==> src/rtl/uart_tx_sched_if.sv <==
// uart_tx_sched_if
//   Register-bus connection between uart_tx_sched and a ZX-Uno-style UART.
//   master : the scheduler; drives u_addr, u_regrd, u_regwr, u_din and reads u_dout.
//   slave  : the UART; reads the bus strobes and drives u_dout (bit 6 = txbusy).
interface uart_tx_sched_if;
  logic [7:0] u_addr;
  logic       u_regrd;
  logic       u_regwr;
  logic [7:0] u_din;
  logic [7:0] u_dout;

  modport master (
    output u_addr,
    output u_regrd,
    output u_regwr,
    output u_din,
    input  u_dout
  );

  modport slave (
    input  u_addr,
    input  u_regrd,
    input  u_regwr,
    input  u_din,
    output u_dout
  );
endinterface

==> src/rtl/uart_tx_sched.sv <==
// uart_tx_sched
//   Transmit scheduler in front of a ZX-Uno-style UART (UARTDATA / UARTSTAT).
//   Two requesters push bytes into private FIFOs; bytes are granted round-robin,
//   the UART status is polled until txbusy is clear, the byte is written, and the
//   write is confirmed by seeing txbusy rise (or abandoned after ACK_TIMEOUT).
//   Ports:
//     clk_bus, rst_n        clock, async active-low reset
//     clk_div2, clk_div4    phase qualifiers; FSM advances when both are high
//     a_wr/a_data/a_full    requester A push strobe, byte, FIFO full
//     b_wr/b_data/b_full    requester B push strobe, byte, FIFO full
//     u                     UART register bus (master side)
//     busy                  FSM not idle or any FIFO non-empty
//     tx_err                sticky ACK-timeout flag

// Per-requester byte FIFO. Pushes while full are dropped; head is combinational.
module uart_tx_sched_fifo #(
  parameter int unsigned AW = 3
) (
  input  logic       clk_bus,
  input  logic       rst_n,
  input  logic       push,
  input  logic [7:0] din,
  input  logic       pop,
  output logic [7:0] head,
  output logic       empty,
  output logic       full
);
  localparam int unsigned DEPTH   = 1 << AW;
  localparam logic [AW:0] DEPTH_C = (AW+1)'(DEPTH);

  logic [7:0]    mem [DEPTH];
  logic [AW-1:0] wp;
  logic [AW-1:0] rp;
  logic [AW:0]   cnt;
  logic          push_ok;
  logic          pop_ok;

  assign full    = (cnt == DEPTH_C);
  assign empty   = (cnt == '0);
  assign push_ok = push & ~full;
  assign pop_ok  = pop & ~empty;
  assign head    = mem[rp];

  // Storage needs no reset: pointers define what is valid.
  always_ff @(posedge clk_bus) begin
    if (push_ok) mem[wp] <= din;
  end

  always_ff @(posedge clk_bus or negedge rst_n) begin
    if (!rst_n) begin
      wp  <= '0;
      rp  <= '0;
      cnt <= '0;
    end else begin
      if (push_ok) wp <= wp + 1'b1;
      if (pop_ok)  rp <= rp + 1'b1;
      case ({push_ok, pop_ok})
        2'b10:   cnt <= cnt + 1'b1;
        2'b01:   cnt <= cnt - 1'b1;
        default: cnt <= cnt;
      endcase
    end
  end
endmodule

module uart_tx_sched #(
  parameter int unsigned FIFO_AW     = 3,
  parameter logic [7:0]  UARTDATA    = 8'hC6,
  parameter logic [7:0]  UARTSTAT    = 8'hC7,
  parameter int unsigned ACK_TIMEOUT = 15
) (
  input  logic                  clk_bus,
  input  logic                  rst_n,
  input  logic                  clk_div2,
  input  logic                  clk_div4,
  input  logic                  a_wr,
  input  logic [7:0]            a_data,
  output logic                  a_full,
  input  logic                  b_wr,
  input  logic [7:0]            b_data,
  output logic                  b_full,
  uart_tx_sched_if.master       u,
  output logic                  busy,
  output logic                  tx_err
);
  localparam int unsigned TW = $clog2(ACK_TIMEOUT + 1);
  localparam logic [TW-1:0] TMO_C = TW'(ACK_TIMEOUT);

  typedef enum logic [1:0] {S_IDLE, S_POLL, S_WRITE, S_ACK} state_t;

  state_t        state_q, state_d;
  logic          last_b_q, last_b_d;   // 1 = B holds the current/last grant
  logic [TW-1:0] tmo_q, tmo_d;
  logic          err_d;
  logic          ce;
  logic          txbusy;
  logic          a_empty, b_empty;
  logic [7:0]    a_head, b_head;
  logic          pop_a, pop_b;
  logic          unused_dout;

  assign ce          = clk_div2 & clk_div4;
  assign txbusy      = u.u_dout[6];
  assign unused_dout = ^{u.u_dout[7], u.u_dout[5:0]};

  uart_tx_sched_fifo #(.AW(FIFO_AW)) fifo_a (
    .clk_bus (clk_bus),
    .rst_n   (rst_n),
    .push    (a_wr),
    .din     (a_data),
    .pop     (pop_a),
    .head    (a_head),
    .empty   (a_empty),
    .full    (a_full)
  );

  uart_tx_sched_fifo #(.AW(FIFO_AW)) fifo_b (
    .clk_bus (clk_bus),
    .rst_n   (rst_n),
    .push    (b_wr),
    .din     (b_data),
    .pop     (pop_b),
    .head    (b_head),
    .empty   (b_empty),
    .full    (b_full)
  );

  assign busy = (state_q != S_IDLE) | ~a_empty | ~b_empty;

  always_ff @(posedge clk_bus or negedge rst_n) begin
    if (!rst_n) begin
      state_q  <= S_IDLE;
      last_b_q <= 1'b1;
      tmo_q    <= '0;
      tx_err   <= 1'b0;
    end else begin
      state_q  <= state_d;
      last_b_q <= last_b_d;
      tmo_q    <= tmo_d;
      tx_err   <= err_d;
    end
  end

  // Bus strobes depend only on the state register (and FIFO head), so they are
  // steady for the full ce period and collapse to 0 on async reset.
  always_comb begin
    state_d   = state_q;
    last_b_d  = last_b_q;
    tmo_d     = tmo_q;
    err_d     = tx_err;
    pop_a     = 1'b0;
    pop_b     = 1'b0;
    u.u_addr  = '0;
    u.u_regrd = 1'b0;
    u.u_regwr = 1'b0;
    u.u_din   = '0;
    case (state_q)
      S_IDLE: begin
        if (ce) begin
          if (!a_empty && !b_empty) begin
            last_b_d = ~last_b_q;
            state_d  = S_POLL;
          end else if (!a_empty) begin
            last_b_d = 1'b0;
            state_d  = S_POLL;
          end else if (!b_empty) begin
            last_b_d = 1'b1;
            state_d  = S_POLL;
          end
        end
      end
      S_POLL: begin
        u.u_addr  = UARTSTAT;
        u.u_regrd = 1'b1;
        if (ce && !txbusy) state_d = S_WRITE;
      end
      S_WRITE: begin
        u.u_addr  = UARTDATA;
        u.u_regwr = 1'b1;
        u.u_din   = last_b_q ? b_head : a_head;
        if (ce) begin
          pop_a   = ~last_b_q;
          pop_b   = last_b_q;
          tmo_d   = '0;
          state_d = S_ACK;
        end
      end
      S_ACK: begin
        u.u_addr  = UARTSTAT;
        u.u_regrd = 1'b1;
        if (ce) begin
          if (txbusy) begin
            state_d = S_IDLE;
          end else begin
            tmo_d = tmo_q + 1'b1;
            if (tmo_q + 1'b1 == TMO_C) begin
              err_d   = 1'b1;
              state_d = S_IDLE;
            end
          end
        end
      end
      default: state_d = S_IDLE;
    endcase
  end
endmodule
==> src/flat_wrapper.sv <==
// flat-port wrapper written by rule: the top's interface ports become plain ports
module uart_tx_sched_flat 
#(
  parameter int unsigned FIFO_AW     = 3,
  parameter logic [7:0]  UARTDATA    = 8'hC6,
  parameter logic [7:0]  UARTSTAT    = 8'hC7,
  parameter int unsigned ACK_TIMEOUT = 15
)
  (clk_bus, rst_n, clk_div2, clk_div4, a_wr, a_data, a_full, b_wr, b_data, b_full, busy, tx_err, u_u_addr, u_u_regrd, u_u_regwr, u_u_din, u_u_dout);
  uart_tx_sched_if u_i ();
  input  logic clk_bus;
  input  logic rst_n;
  input  logic clk_div2;
  input  logic clk_div4;
  input  logic a_wr;
  input  logic [7:0] a_data;
  output logic a_full;
  input  logic b_wr;
  input  logic [7:0] b_data;
  output logic b_full;
  output logic busy;
  output logic tx_err;
  output wire logic [$bits(u_i.u_addr)-1:0] u_u_addr;
  output wire logic [$bits(u_i.u_regrd)-1:0] u_u_regrd;
  output wire logic [$bits(u_i.u_regwr)-1:0] u_u_regwr;
  output wire logic [$bits(u_i.u_din)-1:0] u_u_din;
  input wire logic [$bits(u_i.u_dout)-1:0] u_u_dout;
  assign u_u_addr = u_i.u_addr;
  assign u_u_regrd = u_i.u_regrd;
  assign u_u_regwr = u_i.u_regwr;
  assign u_u_din = u_i.u_din;
  assign u_i.u_dout = u_u_dout;
  uart_tx_sched #(.FIFO_AW(FIFO_AW), .UARTDATA(UARTDATA), .UARTSTAT(UARTSTAT), .ACK_TIMEOUT(ACK_TIMEOUT)) u_core (.clk_bus(clk_bus), .rst_n(rst_n), .clk_div2(clk_div2), .clk_div4(clk_div4), .a_wr(a_wr), .a_data(a_data), .a_full(a_full), .b_wr(b_wr), .b_data(b_data), .b_full(b_full), .u(u_i), .busy(busy), .tx_err(tx_err));
endmodule
==> config.mk <==
export PLATFORM = sky130hd
export DESIGN_NAME = uart_tx_sched_flat
export DESIGN_NICKNAME = d
export VERILOG_FILES = /design/src/rtl/uart_tx_sched_if.sv /design/src/rtl/uart_tx_sched.sv /design/src/flat_wrapper.sv
export SDC_FILE = /design/constraint.sdc
export NUM_CORES = 1
export LEC_CHECK = 0
export ABC_AREA = 1
export CAP_MARGIN = 10
export CORE_AREA = 2 2 126 128
export DETAILED_ROUTE_END_ITERATION = 6
export DIE_AREA = 0 0 128 130
export HOLD_SLACK_MARGIN = 0.12
export PLACE_DENSITY = 0.61
export RECOVER_POWER = 100
export SYNTH_ARGS = -nofsm -noshare
export SYNTH_HDL_FRONTEND = slang
export SYNTH_SLANG_ARGS = --single-unit
==> constraint.sdc <==
create_clock -name clk_bus -period 2.9 [get_ports clk_bus]
set_input_delay 0.87 -clock clk_bus [delete_from_list [all_inputs] [get_ports clk_bus]]
set_output_delay 0.87 -clock clk_bus [all_outputs]
set_load 0.01 [all_outputs]
==> run_results.csv <==
group,metric,value,unit
outcome,status,"complete, but fails checks",
outcome,violations,"max-capacitance violations, max-slew violations",
synthesis,yosysSeqAreaShare,64.28,%
cells_and_area,post-route-util,53.93,%
setup_path,critPathTopFamily,"buffers and inverters",
floorplanning,die-area,16640,um^2
power_and_ir_drop,p_comb_share,36.0,%
synthesis,synth_edf_count,128,
clock_tree,cts-buffers-inserted,17,
timing,hold_viol_final,0,
setup_path,crit_type,"reg -> out",
timing,finalWorstSetupSlack,0.06188,ns
timing,timing.hold.ws,0.4943,ns
timing,max_freq,352.3,MHz
floorplanning,die_h,130,um
hold_path,holdCritPathClass,"reg -> reg",
floorplanning,coreArea,15420,um^2
power_and_ir_drop,power_switching,3007,uW
power_and_ir_drop,switching_share,36.68,%
placement,place_inst,923,
routing,drt-total-wl,14780,um
timing,fin_crit,2.838,ns
clock_tree,cts-htree-levels,4,
synthesis,ys.flop_type,"edfxtp_1",
routing,routed_via_density,5.076,
floorplanning,num_io_pins,52,
routing,drt_pass1_iterations,5,
clock_tree,clk_pin_slew,0.06,ns
synthesis,syn_area,7072,um^2
synthesis,async_flop_share,17.95,%
job,drv_cap,1,
clock_tree,cts_hold_buf,0,
setup_path,start_kind,"register",
timing,setup_viol,0,
clock_tree,worstSkewPairLatency,0.43,ns
clock_tree,cts_tree,"built",
setup_path,critPathCaptureType,"primary output",
floorplanning,rows,46,
clock_tree,cts_root_buffer,"clkbuf_16",
synthesis,yosysUniqueCellTypes,29,
setup_path,cp_slowest_cell,"dfrtp_2",
cells_and_area,antenna_cells,0,
clock_tree,clock_sinks,156,
global_route,track_usage,19.08,%
placement,portBuffers,41,
routing,antenna_left,0,
power_and_ir_drop,p_clk_share,25.7,%
routing,detail_route.iter0.violations,316,
global_route,grt_pass1_wl,23870,um
floorplanning,die_w,128,um
power_and_ir_drop,intPower,5192,uW
floorplanning,start_util,45.85,%
power_and_ir_drop,total_leakage_power,0.003414,uW
setup_path,path_cells,"buf_6 > clkinv_8 > nand2_1 > nand3_1 > nand3_1 > nand3_1 > a21oi_1 > clkdlybuf4s15_1",
timing,skew,0.009601,ns
cells_and_area,drive_gt1_share,9.245,%
routing,vias,4873,
setup_path,crit_required,2.03,ns
setup_path,crit_buf_inv,3,
global_route,grt_pass1_vias,4928,
setup_path,crit_path_max_fanout,16,
routing,wl_per_cell,15.39,um
synthesis,ys_ff_latch,156,
timing,period_share,97.87,%
setup_path,crit_top_cell,"nand3_1",
routing,drc,0,
cells_and_area,instances_no_fill,960,
global_route,gr-total-overflow,0,
setup_path,cp.arrival,1.97,ns
synthesis,avgSynthCellArea,10.38,um^2
placement,dp_hpwl,9385,um
clock_tree,cts_buffer_depth,2,
timing,slew_violations,29,
placement,preCtsSetupSlack,-0.08038,ns
timing,tightest_slew,1.647,ns
cells_and_area,nets,803,
power_and_ir_drop,pwr-share-seq,38.3,%
timing,rsz0062_at_grt,"yes",
global_route,antenna_found_initial,0,
setup_path,max_stage_delay,0.51,ns
power_and_ir_drop,p_total,8199,uW
timing,slew_headroom,-9.786,%
global_route,grt_max_degree,29,
power_and_ir_drop,irDropWorstVdd,444.4,uV
cells_and_area,nFillCells,1346,
synthesis,syn_inst,681,
cells_and_area,area_growth,17.64,%
power_and_ir_drop,p_per_area,985.5,nW/um^2
placement,finalWeightedCongestion,0.8428,
synthesis,synth.yosys.warnings,0,
==> worst register-to-register path, stage by stage, from the launching register on <==
cell      delay (ns)
dfrtp_1         0.40
inv_1           0.10
ha_1            0.23
inv_2           0.20
nor2_1          0.10
nand3_1         0.12
clkinv_1        0.09
ha_1            0.21
xor2_1          0.18
ha_1            0.20
a21o_1          0.16
or2_2           0.27
nand3_1         0.06
o21ai_0         0.07
==> registers in the layout, indices dropped and copies added, names as in the netlist <==
signal and flops:
u_core.fifo_a.mem 64, u_core.fifo_b.mem 64, u_core.fifo_a.cnt 4, u_core.fifo_b.cnt 4
u_core.tmo_q 4, u_core.fifo_a.rp 3, u_core.fifo_a.wp 3, u_core.fifo_b.rp 3
u_core.fifo_b.wp 3, u_core.state_q 2, u_core.last_b_q 1, u_core.tx_err 1
==> cell families after synthesis <==
kind of cell    synth area share [%]
flops                          64.28
simple gates                   22.88
fa+ha+maj                      3.008
compound gates                 1.769
xor+xnor                       1.822
other cells                  0.05303
buf+inv                        6.192
==> cells in the final DEF (no fill, tap or decap), drive strengths merged, types with 13 or more instances in the layout <==
| master | Yosys | layout |
|---|---|---|
| nand3 | 98 | 98 |
| dlygate4sd3 | 0 | 29 |
| clkbuf | 0 | 48 |
| clkinv | 4 | 13 |
| buf | 29 | 17 |
| dfrtp | 27 | 27 |
| nand2 | 257 | 257 |
| ha | 17 | 17 |
| nor2 | 23 | 23 |
| edfxtp | 128 | 128 |
| inv | 50 | 49 |
==> routing by layer <==
layer	global-route usage, %	share of wire (%)	wire length (um)	vias up
met5	0	0	0	-
met4	7.692	2.3	333	0
met3	6.068	6.4	944	28
met2	30.64	46	6807	140
met1	24.28	45	6693	2299
li1	-	-	-	2406
==> cell usage after synthesis, types with 3 or more instances <==
cell / instances / area share (%)
dfrtp_1: 27 / 9.6
o21ai_0: 12 / 0.85
nand2_1: 255 / 14
nand3_1: 97 / 6.9
nor2_1: 21 / 1.1
nand4_1: 6 / 0.53
xnor2_1: 3 / 0.37
edfxtp_1: 128 / 54
a21oi_1: 10 / 0.71
buf_6: 8 / 1.3
inv_1: 45 / 2.4
ha_1: 17 / 3.0
inv_2: 4 / 0.21
clkinv_1: 3 / 0.16
buf_4: 13 / 1.4
xor2_1: 8 / 0.99
buf_2: 8 / 0.57
==> what timing repair did <==
action / 4_1_cts / 5_1_grt
resized for setup: 28 / 20
hold endpoints to repair: 0 / 0
setup buffers: 2 / 2
gates cloned: 2 / 1
pin swaps: 0 / 1
setup endpoints to repair: 8 / 7
==> cell type report <==
| type | instances | area [um^2] | area share [%] |
|---|---|---|---|
| Sequential cell | 156 | 4548 | 54.67 |
| Multi-Input combinational cell | 444 | 2093 | 25.16 |
| Timing Repair Buffer | 81 | 639.4 | 7.685 |
| Clock buffer | 19 | 432.9 | 5.204 |
| Tap cell | 192 | 240.2 | 2.888 |
| Inverter | 54 | 215.2 | 2.587 |
| Clock inverter | 12 | 125.1 | 1.504 |
| Timing Repair inverter | 2 | 25.02 | 0.3008 |
==> final timing paths <==
kind                       slack [ns]  depth (start not counted)                 from                   end
setup / recovery                 0.06                          8  u_core.fifo_b.rp[0]            u_u_din[0]
hold / removal                   0.49                          2      u_core.last_b_q       u_core.last_b_q
setup reg to reg                 0.41                         13    u_core.state_q[0]  u_core.fifo_b.cnt[2]
hold reg to reg                  0.49                          2      u_core.last_b_q       u_core.last_b_q
max in group asynchronous        0.43                          2                rst_n   u_core.fifo_b.rp[0]
min in group asynchronous        1.39                          2                rst_n  u_core.fifo_a.cnt[0]
==> metrics by stage <==
stage                     setup TNS, ns  cell area [um^2]
after floorplan                       0              7079
after global placement         -0.02675              7772
after detailed placement        -0.1366              7772
after CTS                     -0.002502              8398
after global routing            -0.1116              8319
final                                 0              8319
==> power groups by stage <==
stage,Clock [uW],Combinational (uW),Sequential [uW]
detailed placement,0,2910,3170
global route,2220,3350,3200
finish,2100,2950,3140
CTS,2130,3000,3140
global placement,0,2830,3140
floorplan,0,2100,3090
Power figures use the tool's default switching activity.
